===== src/rtl/uart_pkg.sv =====
// Shared definitions for the UART TX arbitration slice: state encoding,
// byte width and the rotate-priority one-hot selector.
package uart_pkg;

    localparam int unsigned BYTE_W  = 8;
    localparam int unsigned MAX_REQ = 8;

    typedef enum logic [2:0] {
        ST_IDLE,
        ST_LOAD,
        ST_START,
        ST_WAIT,
        ST_HOLD
    } arb_state_t;

    // First set bit of req scanning upward from ptr, wrapping at n (n <= MAX_REQ).
    function automatic logic [MAX_REQ-1:0] rr_onehot(
        input logic [MAX_REQ-1:0] req,
        input logic [2:0]         ptr,
        input logic [3:0]         n
    );
        logic [MAX_REQ-1:0] sel;
        logic [3:0]         idx;
        logic               found;
        sel   = '0;
        found = 1'b0;
        for (int unsigned k = 0; k < MAX_REQ; k++) begin
            idx = {1'b0, ptr} + 4'(k);
            if (idx >= n) idx = idx - n;
            if (!found && (4'(k) < n) && req[idx[2:0]]) begin
                sel[idx[2:0]] = 1'b1;
                found         = 1'b1;
            end
        end
        return sel;
    endfunction

endpackage


===== src/rtl/uart_tx_arbiter_if.sv =====
// Requester and transmitter handshake bundle around the UART TX arbiter.
interface uart_tx_arbiter_if import uart_pkg::*; #(
    parameter int unsigned NREQ = 3
);

    logic [NREQ-1:0]        req;
    logic [NREQ*BYTE_W-1:0] req_data;
    logic [NREQ-1:0]        req_last;
    logic [NREQ-1:0]        ack;
    logic [NREQ-1:0]        grant;
    logic [BYTE_W-1:0]      tx_data;
    logic                   tx_start;
    logic                   tx_clear;
    logic                   tx_busy;
    logic                   arb_idle;
    logic                   timeout_evt;

    modport master (
        input  req, req_data, req_last, tx_clear, tx_busy,
        output ack, grant, tx_data, tx_start, arb_idle, timeout_evt
    );

    modport slave (
        output req, req_data, req_last, tx_clear, tx_busy,
        input  ack, grant, tx_data, tx_start, arb_idle, timeout_evt
    );

endinterface


===== src/rtl/uart_rr_pick.sv =====
// Combinational round-robin picker: one-hot winner and its index, scanning
// from ptr upward with wrap.
module uart_rr_pick import uart_pkg::*; #(
    parameter int unsigned NREQ = 3,
    parameter int unsigned PW   = (NREQ > 1) ? $clog2(NREQ) : 1
) (
    input  logic [NREQ-1:0] req,
    input  logic [PW-1:0]   ptr,
    output logic [NREQ-1:0] onehot,
    output logic [PW-1:0]   idx
);

    logic [MAX_REQ-1:0] req_ext;
    logic [MAX_REQ-1:0] sel;

    always_comb begin
        req_ext            = '0;
        req_ext[NREQ-1:0]  = req;
        sel                = rr_onehot(req_ext, 3'(ptr), 4'(NREQ));
        onehot             = sel[NREQ-1:0];
        idx                = '0;
        for (int unsigned i = 0; i < MAX_REQ; i++) begin
            if (sel[i]) idx = PW'(i);
        end
    end

endmodule


===== src/rtl/uart_tx_arbiter.sv =====
// Round-robin arbiter sharing one UART byte transmitter between NREQ
// requesters, with per-message grant locking and a lock idle timeout.
module uart_tx_arbiter import uart_pkg::*; #(
    parameter int unsigned NREQ         = 3,
    parameter int unsigned LOCK_TIMEOUT = 1023,
    parameter int unsigned GUARD        = 2
) (
    input  logic               clk,
    input  logic               rst,
    uart_tx_arbiter_if.master  bus
);

    localparam int unsigned PW = (NREQ > 1) ? $clog2(NREQ) : 1;
    localparam int unsigned TW = (LOCK_TIMEOUT > 1) ? $clog2(LOCK_TIMEOUT + 1) : 1;
    localparam int unsigned GW = (GUARD > 1) ? $clog2(GUARD + 1) : 1;

    localparam logic [TW-1:0] TO_MAX  = TW'(LOCK_TIMEOUT);
    localparam logic [TW-1:0] TO_LAST = TW'(LOCK_TIMEOUT - 1);
    localparam logic [GW-1:0] G_MAX   = GW'(GUARD);

    arb_state_t        state;
    logic [PW-1:0]     ptr;
    logic [PW-1:0]     owner;
    logic [PW-1:0]     nxt_ptr;
    logic              lock;
    logic [GW-1:0]     guard_cnt;
    logic [TW-1:0]     to_cnt;
    logic [NREQ-1:0]   pick_oh;
    logic [PW-1:0]     pick_idx;

    logic [NREQ-1:0]   ack_q;
    logic [NREQ-1:0]   grant_q;
    logic [BYTE_W-1:0] tx_data_q;
    logic              tx_start_q;
    logic              idle_q;
    logic              timeout_q;

    uart_rr_pick #(
        .NREQ (NREQ),
        .PW   (PW)
    ) u_pick (
        .req    (bus.req),
        .ptr    (ptr),
        .onehot (pick_oh),
        .idx    (pick_idx)
    );

    assign nxt_ptr = (owner == PW'(NREQ - 1)) ? '0 : owner + PW'(1);

    always_ff @(posedge clk) begin
        if (rst) begin
            state      <= ST_IDLE;
            ptr        <= '0;
            owner      <= '0;
            lock       <= 1'b0;
            guard_cnt  <= '0;
            to_cnt     <= '0;
            ack_q      <= '0;
            grant_q    <= '0;
            tx_data_q  <= '0;
            tx_start_q <= 1'b0;
            idle_q     <= 1'b1;
            timeout_q  <= 1'b0;
        end else begin
            ack_q     <= '0;
            timeout_q <= 1'b0;
            unique case (state)
                ST_IDLE: begin
                    if (|bus.req) begin
                        grant_q <= pick_oh;
                        owner   <= pick_idx;
                        idle_q  <= 1'b0;
                        state   <= ST_LOAD;
                    end
                end
                ST_LOAD: begin
                    tx_data_q  <= bus.req_data[owner*BYTE_W +: BYTE_W];
                    lock       <= ~bus.req_last[owner];
                    tx_start_q <= 1'b1;
                    state      <= ST_START;
                end
                ST_START: begin
                    if (bus.tx_clear) begin
                        ack_q      <= grant_q;
                        tx_start_q <= 1'b0;
                        guard_cnt  <= '0;
                        state      <= ST_WAIT;
                    end
                end
                ST_WAIT: begin
                    if (guard_cnt != G_MAX) begin
                        guard_cnt <= guard_cnt + 1'b1;
                    end else if (!bus.tx_busy) begin
                        if (lock) begin
                            to_cnt <= '0;
                            state  <= ST_HOLD;
                        end else begin
                            ptr     <= nxt_ptr;
                            grant_q <= '0;
                            idle_q  <= 1'b1;
                            state   <= ST_IDLE;
                        end
                    end
                end
                ST_HOLD: begin
                    // Only the lock owner may continue; everyone else waits.
                    if (bus.req[owner]) begin
                        to_cnt <= '0;
                        state  <= ST_LOAD;
                    end else if (to_cnt == TO_LAST) begin
                        to_cnt    <= TO_MAX;
                        timeout_q <= 1'b1;
                        lock      <= 1'b0;
                        ptr       <= nxt_ptr;
                        grant_q   <= '0;
                        idle_q    <= 1'b1;
                        state     <= ST_IDLE;
                    end else begin
                        to_cnt <= to_cnt + 1'b1;
                    end
                end
                default: state <= ST_IDLE;
            endcase
        end
    end

    assign bus.ack         = ack_q;
    assign bus.grant       = grant_q;
    assign bus.tx_data     = tx_data_q;
    assign bus.tx_start    = tx_start_q;
    assign bus.arb_idle    = idle_q;
    assign bus.timeout_evt = timeout_q;

endmodule


===== src/flat_wrapper.sv =====
// flat-port wrapper written by rule: the top's interface ports become plain ports
module uart_tx_arbiter_flat import uart_pkg::*;
#(
    parameter int unsigned NREQ         = 3,
    parameter int unsigned LOCK_TIMEOUT = 1023,
    parameter int unsigned GUARD        = 2
)
  (clk, rst, bus_req, bus_req_data, bus_req_last, bus_tx_clear, bus_tx_busy, bus_ack, bus_grant, bus_tx_data, bus_tx_start, bus_arb_idle, bus_timeout_evt);
  uart_tx_arbiter_if #(.NREQ(NREQ)) bus_i ();
  input  logic clk;
  input  logic rst;
  input wire logic [$bits(bus_i.req)-1:0] bus_req;
  input wire logic [$bits(bus_i.req_data)-1:0] bus_req_data;
  input wire logic [$bits(bus_i.req_last)-1:0] bus_req_last;
  input wire logic [$bits(bus_i.tx_clear)-1:0] bus_tx_clear;
  input wire logic [$bits(bus_i.tx_busy)-1:0] bus_tx_busy;
  output wire logic [$bits(bus_i.ack)-1:0] bus_ack;
  output wire logic [$bits(bus_i.grant)-1:0] bus_grant;
  output wire logic [$bits(bus_i.tx_data)-1:0] bus_tx_data;
  output wire logic [$bits(bus_i.tx_start)-1:0] bus_tx_start;
  output wire logic [$bits(bus_i.arb_idle)-1:0] bus_arb_idle;
  output wire logic [$bits(bus_i.timeout_evt)-1:0] bus_timeout_evt;
  assign bus_i.req = bus_req;
  assign bus_i.req_data = bus_req_data;
  assign bus_i.req_last = bus_req_last;
  assign bus_i.tx_clear = bus_tx_clear;
  assign bus_i.tx_busy = bus_tx_busy;
  assign bus_ack = bus_i.ack;
  assign bus_grant = bus_i.grant;
  assign bus_tx_data = bus_i.tx_data;
  assign bus_tx_start = bus_i.tx_start;
  assign bus_arb_idle = bus_i.arb_idle;
  assign bus_timeout_evt = bus_i.timeout_evt;
  uart_tx_arbiter #(.NREQ(NREQ), .LOCK_TIMEOUT(LOCK_TIMEOUT), .GUARD(GUARD)) u_core (.clk(clk), .rst(rst), .bus(bus_i));
endmodule

===== config.mk =====
export PLATFORM = sky130hd
export DESIGN_NAME = uart_tx_arbiter_flat
export DESIGN_NICKNAME = d
export VERILOG_FILES = /design/src/rtl/uart_pkg.sv /design/src/rtl/uart_tx_arbiter_if.sv /design/src/rtl/uart_rr_pick.sv /design/src/rtl/uart_tx_arbiter.sv /design/src/flat_wrapper.sv
export SDC_FILE = /design/constraint.sdc
export NUM_CORES = 1
export LEC_CHECK = 0
export ABC_AREA = 1
export CAP_MARGIN = 15
export CORE_ASPECT_RATIO = 0.9
export CORE_MARGIN = 4
export CORE_UTILIZATION = 45
export CTS_CLUSTER_DIAMETER = 50
export DETAILED_ROUTE_END_ITERATION = 10
export HOLD_SLACK_MARGIN = 0.15
export PLACE_DENSITY = 0.76
export SLEW_MARGIN = 20
export SYNTH_ARGS = -nofsm -noshare
export SYNTH_HDL_FRONTEND = slang
export SYNTH_SLANG_ARGS = --single-unit

===== constraint.sdc =====
create_clock -name clk -period 1.61 [get_ports clk]
set_input_delay 0.483 -clock clk [delete_from_list [all_inputs] [get_ports clk]]
set_output_delay 0.483 -clock clk [all_outputs]
set_load 0.01 [all_outputs]

==> out/results.txt <==
Final Hold Viols = 0
Worst EP required = 1.80 ns
post-synthesis sequential area ratio = 0.346
antenna-violating nets left = 0
Post-Synth XOR/XNOR Area = 0.0164
GPL Wtd Cong = 0.919
Max IR drop VDD = 0.649 mV
Crit. End Element = flop
FP Rows = 23
TritonCTS Buffers = 5
ys async rst share = 0
drt total wl = 5.80 mm
Flop pwr share = 0.351
Cell Pwr Density = 974 nW/um^2
placed insts = 447
largest net degree at the start of global routing = 16
fillers = 382
CP endpoint = u_core.owner[1]
Yosys reg bits = 37
Max clock buf depth = 2
CTS tree = yes
critical path data arrival time = 1.87 ns
Synth Instances = 314
Synth top cells by count = nand2_1, dfxtp_1, a21oi_1
die width = 80.7 um
Max Cap Viol = 0
Yosys top cell area share = 0.346
setup violators final = 3
status = complete, but fails checks
largest family of logic cells by synthesized area = simple AND/OR/NAND/NOR gates
failing checks = negative setup slack
number of flops mapped to enable cells by yosys = 0
CP delay by family, top = simple AND/OR/NAND/NOR gates
Fmax achieved = 597 MHz
Compound-Gate Fraction of Synth Area = 0.203
Synth area leader = dfxtp_1
IO Port Bufs = 50
Simple-Gate Fraction of Synth Area = 0.305
reg2reg end = u_core.owner[1]
Avg Cell Area, Syn = 6.82 um^2
main flop type after synthesis = dfxtp_1
crit-path most repeated cell = nand2_2
Levels on crit path = 13
residual overflow from global routing = 0
Ports = 51
Cell Area, Synth = 2140 um^2
Net Switching = 0.00104 W
critical path cell sequence = buf_12 > ha_4 > inv_4 > nand2_2 > nand3_2 > nand3_4 > nor2_4 > nand2_2 > nand2_2 > nor2_4 > nand2_1 > o211ai_1 > inv_1
setup TNS = -0.0981 ns
global-route wire length before repair = 9.51 mm
CP Launch Type = flop
Max stage delay on crit path = 0.36 ns
vias per cell = 5.12
buffers and inverters on the worst path = 3
depth of the worst register-to-register path = 13
Worst Slack Setup Final = -0.0640 ns
post-route insts no fill = 459
kind of critical path = reg2reg
Critical-path top delay cell = dfxtp_4
leakage power = 1.45 nW
post-synthesis mux area share = 0
Yosys cell types = 35
GRT Total Usage = 0.205
Worst-Skew Late Latency = 0.30 ns
Sw Ratio = 0.328
worst-margin pin slew = 0.373 ns
Initial Utilization = 0.474
die area = 5930 um^2
Ant. Diodes = 0
drt initial violations = 176
Placeable Area = 4520 um^2
Clock power frac = 0.313
largest cells by area after synthesis = dfxtp_1, nand2_1, a21oi_1, ha_1, o21ai_0
Die Y-Extent = 73.4 um
Root Buffer = clkbuf_8
final clock skew = 0.00692 ns
crit path launch = u_core.ptr[1]
RSZ-0062 raised after global routing = yes
Reg clk slew, reported paths = 0.08 ns
utilization after layout = 0.720
NumNets Final = 439
worst min path class = reg2reg
Rel. slew slack = 0.750
hold path start = u_core.bus.grant[0]
Max FO, Critical Path = 4
share of post-route cells with drive strength above 1 = 0.267
R2R setup slack = -0.06 ns
crit share post-route = 1.04
worst hold slack = 0.440 ns
Gate power share = 0.336
P&R area growth vs syn = 52.0%
fin crit period = 1.67 ns
Adder-Cell Fraction of Synth Area = 0.0526
total power = 0.00317 W
synth warn = 0
reg-to-reg startpoint = u_core.ptr[1]
cell with the most instances after synthesis = nand2_1
Final Max Tran Viols = 0
vias in the first global route = 2124
# clock sinks = 37
H-tree lvl count = 2
DRT Pass-1 Iters = 4
antenna violations before repair = 0
Vias = 2352
Int Pwr = 0.00213 W
DP HPWL = 4.14 mm
DRC errors left = 0
syn_nets = 357
DR WL/cell = 12.6 um
## power groups by stage
stage / clock [W] / sequential (W) / combinational [W]
after floorplan: 0 / 0.00116 / 0.000527
after global routing: 0.00105 / 0.00113 / 0.00118
after CTS: 0.00101 / 0.00111 / 0.00101
after detailed placement: 0 / 0.00113 / 0.00100
after global placement: 0 / 0.00113 / 0.000993
final: 0.000992 / 0.00111 / 0.00107
## registers in the layout (all words and copies together), names as in the netlist
| register | count |
|---|---|
| u_core.to_cnt | 10 |
| u_core.bus.tx_data | 8 |
| u_core.bus.ack | 3 |
| u_core.bus.grant | 3 |
| u_core.state | 3 |
| u_core.guard_cnt | 2 |
| u_core.owner | 2 |
| u_core.ptr | 2 |
| u_core.bus.arb_idle | 1 |
| u_core.bus.timeout_evt | 1 |
| u_core.bus.tx_start | 1 |
| u_core.lock | 1 |
## cells in the final DEF (no fill, tap or decap), types with 2 or more instances in the layout
cell	synthesis	final
a21oi_1	36	34
nand3_2	1	7
a31oi_1	5	5
inv_1	26	20
nand3_4	1	3
clkbuf_8	0	5
buf_4	0	28
o21ai_1	5	6
bufinv_16	0	2
o21ai_0	20	17
dlygate4sd2_1	0	19
inv_2	12	16
clkdlybuf4s50_1	0	30
nor2_4	2	5
a22oi_1	5	5
ha_1	9	5
buf_12	0	2
nand2_1	82	76
o21ai_2	2	4
a21oi_2	1	2
nand2_2	4	10
dfxtp_2	0	2
nand4_1	5	5
nand3_1	16	8
nor2_1	21	18
xor2_1	3	3
dfxtp_4	0	2
nor2_2	4	4
ha_4	0	4
inv_4	0	2
dfxtp_1	37	33
## metal layers
| layer | global-route usage | vias to the layer above | wire, um |
|---|---|---|---|
| met4 | 0.0600 | 0 | 61 |
| li1 | - | 1208 | - |
| met1 | 0.258 | 1056 | 2590 |
| met2 | 0.347 | 81 | 2780 |
| met3 | 0.0539 | 7 | 370 |
| met5 | 0 | - | 0 |
## metrics by stage
step           setup slack (ns)  area [um^2]
2_1_floorplan            0.0131         2160
3_3_place_gp             -0.417         2940
3_5_place_dp             -0.442         2940
4_1_cts                 -0.0113         3140
5_1_grt                  -0.146         3250
6_report                -0.0640         3250
## cell type report
class | instances | area, um^2 | area share
multi-input combinational | 233 | 1410 | 0.432
clock inverter | 3 | 68.8 | 0.0212
clock buffer | 5 | 68.8 | 0.0212
sequential | 37 | 751 | 0.231
timing repair buffer | 80 | 729 | 0.224
inverter | 39 | 151 | 0.0465
tap | 62 | 77.6 | 0.0238
## cell families (layout without fill, tap and decap cells)
family,count (synthesis),in the layout
fa+ha+maj,9,9
compound gates,78,78
xor+xnor,4,4
flops,37,37
simple gates,142,142
buf+inv,44,127
## tightest hold or removal path: cells and delay by family (launching register included)
family,cells,cell delay (ns)
AND/OR/NAND/NOR,1,0.03
buffers and inverters,1,0.05
flip-flops,1,0.33
## worst min path at each step
stage | to | slack, ns | cells past startpoint
global placement | u_core.bus.ack[1] | 0.44 | 2
CTS | u_core.bus.ack[0] | 0.45 | 2
global route | u_core.bus.ack[2] | 0.46 | 2
floorplan | u_core.guard_cnt[1] | 0.45 | 2
finish | u_core.bus.ack[0] | 0.44 | 2
detailed placement | u_core.bus.ack[0] | 0.44 | 2
## timing repair
| item | in CTS | in global routing |
|---|---|---|
| buffers inserted | 1 | 3 |
| endpoints found under the hold margin | 0 | 0 |
| endpoints found under the setup margin | 36 | 20 |
| hold buffers | 0 | 0 |
| gates resized for setup | 46 | 24 |
| pin swaps | 15 | 12 |
(Power assumes the default switching activity.)
